## config.mk

```make
export PLATFORM = sky130hd
export DESIGN_NAME = sc_sequencer
export DESIGN_NICKNAME = d
export VERILOG_FILES = /design/src/rtl/sc_pkg.sv /design/src/rtl/sc_counter.sv /design/src/rtl/sc_sequencer.sv
export SDC_FILE = /design/constraint.sdc
export NUM_CORES = 1
export LEC_CHECK = 0
export ABC_AREA = 1
export CORE_MARGIN = 10
export CORE_UTILIZATION = 25
export DETAILED_ROUTE_END_ITERATION = 12
export SYNTH_ARGS = -nofsm -noshare
export SYNTH_HDL_FRONTEND = slang
export SYNTH_SLANG_ARGS = --single-unit
```

## constraint.sdc

```tcl
create_clock -name clk -period 1.2 [get_ports clk]
set_clock_uncertainty 0.1 [all_clocks]
set_input_delay 0.18 -clock clk [delete_from_list [all_inputs] [get_ports clk]]
set_output_delay 0.18 -clock clk [all_outputs]
set_load 0.02 [all_outputs]
```

## src/rtl/sc_pkg.sv

```systemverilog
// Shared constants for the sequence-counter controller: state codes and default sizing.
package sc_pkg;

  localparam int unsigned SC_W     = 4;
  localparam int unsigned MAX_STEP = 7;

  localparam logic [1:0] ST_IDLE = 2'd0;
  localparam logic [1:0] ST_RUN  = 2'd1;
  localparam logic [1:0] ST_HALT = 2'd2;

endpackage

```

## src/rtl/sc_counter.sv

```systemverilog
// SC register: clear beats hold beats increment; wraps to 0 after MAX_STEP and flags the wrap.
module sc_counter
  import sc_pkg::*;
#(
  parameter int unsigned SC_W     = sc_pkg::SC_W,
  parameter int unsigned MAX_STEP = sc_pkg::MAX_STEP
) (
  input  logic            clk,
  input  logic            rst,
  input  logic            clr,
  input  logic            hold,
  output logic [SC_W-1:0] count,
  output logic            wrap
);

  localparam logic [SC_W-1:0] LAST = SC_W'(MAX_STEP);

  assign wrap = ~clr & ~hold & (count == LAST);

  always_ff @(posedge clk) begin
    if (rst || clr) begin
      count <= '0;
    end else if (!hold) begin
      count <= wrap ? '0 : count + SC_W'(1);
    end
  end

endmodule

```

## src/rtl/sc_sequencer.sv

```systemverilog
// Sequence-counter controller: IDLE/RUN/HALT FSM, one-hot T decode, halt latch and pulses.
// Optional interrupt cycle tracking is enabled by defining SC_SEQ_IRQ_CYCLE_EN.
module sc_sequencer
  import sc_pkg::*;
#(
  parameter int unsigned SC_W     = sc_pkg::SC_W,
  parameter int unsigned T_W      = 2 ** SC_W,
  parameter int unsigned MAX_STEP = sc_pkg::MAX_STEP
) (
  input  logic            clk,
  input  logic            rst,
  input  logic            start,
  input  logic            halt_req,
  input  logic            sc_clr,
  input  logic            stall,
  input  logic            irq,
  input  logic            ien,
  output logic [SC_W-1:0] sc,
  output logic [T_W-1:0]  t,
  output logic            busy,
  output logic            halted,
  output logic            instr_done,
  output logic            overrun,
  output logic            int_cycle
);

  localparam logic [SC_W-1:0] LAST = SC_W'(MAX_STEP);

  logic [1:0] state;
  logic       halt_latch;
  logic       halt_now;
  logic       run;
  logic       wrap;

  assign run      = (state == ST_RUN);
  assign halt_now = halt_latch | halt_req;
  assign busy     = run;
  assign halted   = (state == ST_HALT);

  // Outside RUN the counter is held clear, so entering RUN always starts at T0.
  sc_counter #(
    .SC_W     (SC_W),
    .MAX_STEP (MAX_STEP)
  ) u_counter (
    .clk   (clk),
    .rst   (rst),
    .clr   (~run | sc_clr),
    .hold  (stall),
    .count (sc),
    .wrap  (wrap)
  );

  always_comb begin
    t = '0;
    if (run && (sc <= LAST)) begin
      t[sc] = 1'b1;
    end
  end

  always_ff @(posedge clk) begin
    if (rst) begin
      state      <= ST_IDLE;
      halt_latch <= 1'b0;
      instr_done <= 1'b0;
      overrun    <= 1'b0;
    end else begin
      instr_done <= 1'b0;
      overrun    <= 1'b0;
      case (state)
        ST_IDLE: begin
          halt_latch <= 1'b0;
          if (start) state <= ST_RUN;
        end
        ST_RUN: begin
          instr_done <= sc_clr;
          overrun    <= wrap;
          if (sc_clr) begin
            halt_latch <= 1'b0;
            if (halt_now) state <= ST_HALT;
          end else if (halt_req) begin
            halt_latch <= 1'b1;
          end
        end
        ST_HALT: begin
          halt_latch <= 1'b0;
          if (start) state <= ST_RUN;
        end
        default: begin
          state      <= ST_IDLE;
          halt_latch <= 1'b0;
        end
      endcase
    end
  end

`ifdef SC_SEQ_IRQ_CYCLE_EN
  // A pending halt suppresses the interrupt; an active interrupt cycle always ends at its sc_clr.
  always_ff @(posedge clk) begin
    if (rst || !run) begin
      int_cycle <= 1'b0;
    end else if (sc_clr) begin
      int_cycle <= ~int_cycle & irq & ien & ~halt_now;
    end
  end
`else
  logic unused_irq;
  assign unused_irq = irq ^ ien;
  assign int_cycle  = 1'b0;
`endif

endmodule

```

==> run metrics <==
dpl ws -0.495 ns; top cell type by total area after synthesis dfxtp_1; area of the core approximately 0.0022 mm²; period utilization 121%; CTS Hold Bufs 0; post-DR wirelength/cell about 12 µm; total power 0.775 mW; area grow syn2layout 106%; CP Data Required Time between 0.9 and 1 ns; pin count of the biggest net entering global routing 7; Synth area leaders dfxtp_1 31%, buf_4 12%, nand2_1 9.2%, nor2_1 9.2%, ha_1 8.7%; Clk pin slew, worst setup/hold paths around 0.06 ns; # setup viols final 10; first-pass GRT wire length around 2900 µm; Max Cap Violations 0; initial antenna violation count 0; Skew-Pair Late Insertion Delay ~0.26 ns; share of the synthesized area in the top cell type about a third; grt ovf 0; Port Buffer Count 21; Hold Crit Class reg2reg; antenna-violating nets left 0; CTS tree done; Hold WS roughly 0.40 ns; TritonCTS Buffers 3; Cells after Synth between 80 and 90; RSZ-0062 raised after global routing true; DRC 0; Final Hold Vio Count 0; TNS Setup -1.96 ns; Total Routing Usage GR 8.21%; clock sink total 9; Total Wirelength approximately 1800 µm; pwr dens 654 mW/mm²; leakage around 0.52 nW; fmax ~700 MHz; worst-path fanout max 4; failing checks setup timing; PnR worst setup slack -0.252 ns; Final Instance Area between 0.001 and 0.0015 mm²; GPL Wtd Cong 0.762; Worst Setup Start Kind register; Vias/cell between 4 and 5; FP Rows 17; final slew viol count 0; Tmin final around 1.5 ns; post-synthesis register bit count 9; vias in the first global route around 660; most common cell after layout, fill and taps aside buf_6; # IOs 33; Root Driver clkbuf_4; # diodes 0; maximum clock path buffer count 2; Post-DP Area just under 0.001 mm²; nets about 140; Starting DRT DRC Count 36; Worst setup EP type output pin; Yosys warnings 0; Max VDD drop 0.000696 V; Fillers between 200 and 250; Avg Inst Size Synth ~7 µm²; Die H just under 70 µm; Critical Setup Path Class reg2out; Netlist cell types 17; layout cells sized above 1 56.0%; hpwl dp 1410 µm; full die area 0.00461 mm²; crit path DAT around 1.2 ns; Die W ~68 µm; router iterations before antenna repair 4; via count 630; # H-tree levels 1; initial core utilization a little over a quarter; commonest cells after routing, fill and taps aside 23 x buf_6, 12 x nand2_1, 9 x conb_1; outcome complete, but fails checks; Syn Std Cell Area between 500 and 600 µm²; sequential share of the synthesized area 31.4%
## worst max-delay path: stages (launching register included)
cell,delay [ns]
dfxtp_4,0.37
inv_4,0.07
ha_4,0.13
inv_4,0.04
nor3_4,0.16
buf_6,0.14
## cell families (layout without fill, tap and decap cells)
| logic type | Yosys count | in the layout | share of synthesized area [%] |
|---|---|---|---|
| AO/OA/AOI/OAI | 5 | 5 | 5.01 |
| XOR/XNOR | 1 | 1 | 1.53 |
| adder cells (fa/ha/maj) | 4 | 4 | 8.71 |
| buffers and inverters | 24 | 57 | 21.6 |
| flip-flops | 9 | 9 | 31.4 |
| other | 1 | 9 | 0.653 |
| AND/OR/NAND/NOR | 40 | 40 | 31.2 |
## synth_stat cells
cell type / n
ha_1: 4
conb_1: 1
nand2_1: 14
xor2_1: 1
nand3_1: 4
inv_1: 13
nor3_1: 5
o21ai_0: 2
a21oi_1: 2
nor2_1: 14
a21oi_2: 1
nand4_1: 1
buf_4: 9
dfxtp_1: 9
inv_2: 2
nand2_4: 1
nor2_4: 1
## power by group
part | leakage, nW | internal [mW] | total, mW | switching (mW)
combinational | 0.427 | 0.102 | 0.226 | 0.124
sequential | 0.0769 | 0.299 | 0.307 | 0.00794
clock | 0.0150 | 0.129 | 0.242 | 0.113
total | 0.519 | 0.530 | 0.775 | 0.245
## registers in the layout, summed over array words and instances (netlist names)
signal	cells
u_counter.count	4
state	2
halt_latch	1
instr_done	1
overrun	1
## final timing paths
kind,startpoint,end,slack (ns),depth (start not counted)
worst min register to register,halt_latch$_SDFFE_PP0P_,halt_latch$_SDFFE_PP0P_,0.40,2
worst max-delay path,u_counter.count[0]$_SDFFE_PP0N_,t[4],-0.25,5
worst min-delay path,halt_latch$_SDFFE_PP0P_,halt_latch$_SDFFE_PP0P_,0.40,2
worst max register to register,state[1]$_SDFFE_PP0P_,u_counter.count[1]$_SDFFE_PP0N_,0,7
## timing repair
action | 4_1_cts | 5_1_grt
resized for setup | 112 | 18
setup buffers | 6 | 0
hold endpoints to repair | 0 | 0
pin swaps | 6 | 3
endpoints found under the setup margin | 19 | 24
## layer usage
layer | routed length, µm | track usage [%]
met2 | 1010 | 14.8
met3 | 168 | 4.89
met1 | 612 | 7.64
met4 | 13 | 2.51
met5 | 0 | 0
## area by class of cell
class	count	area, µm²	area share [%]
Multi-Input combinational cell	59	463	39.1
Clock buffer	4	26.3	2.22
Inverter	15	76.3	6.44
Timing Repair Buffer	38	387	32.6
Tap cell	28	35.0	2.96
Sequential cell	9	198	16.7
## per-stage QoR
step | util (%) | instances
3_3_place_gp | 44.4 | 144
5_1_grt | 54.1 | 153
4_1_cts | 51.2 | 153
3_5_place_dp | 44.4 | 144
6_report | 54.1 | 153
2_1_floorplan | - | 92
Note: power is estimated with default switching activity, not from simulation.
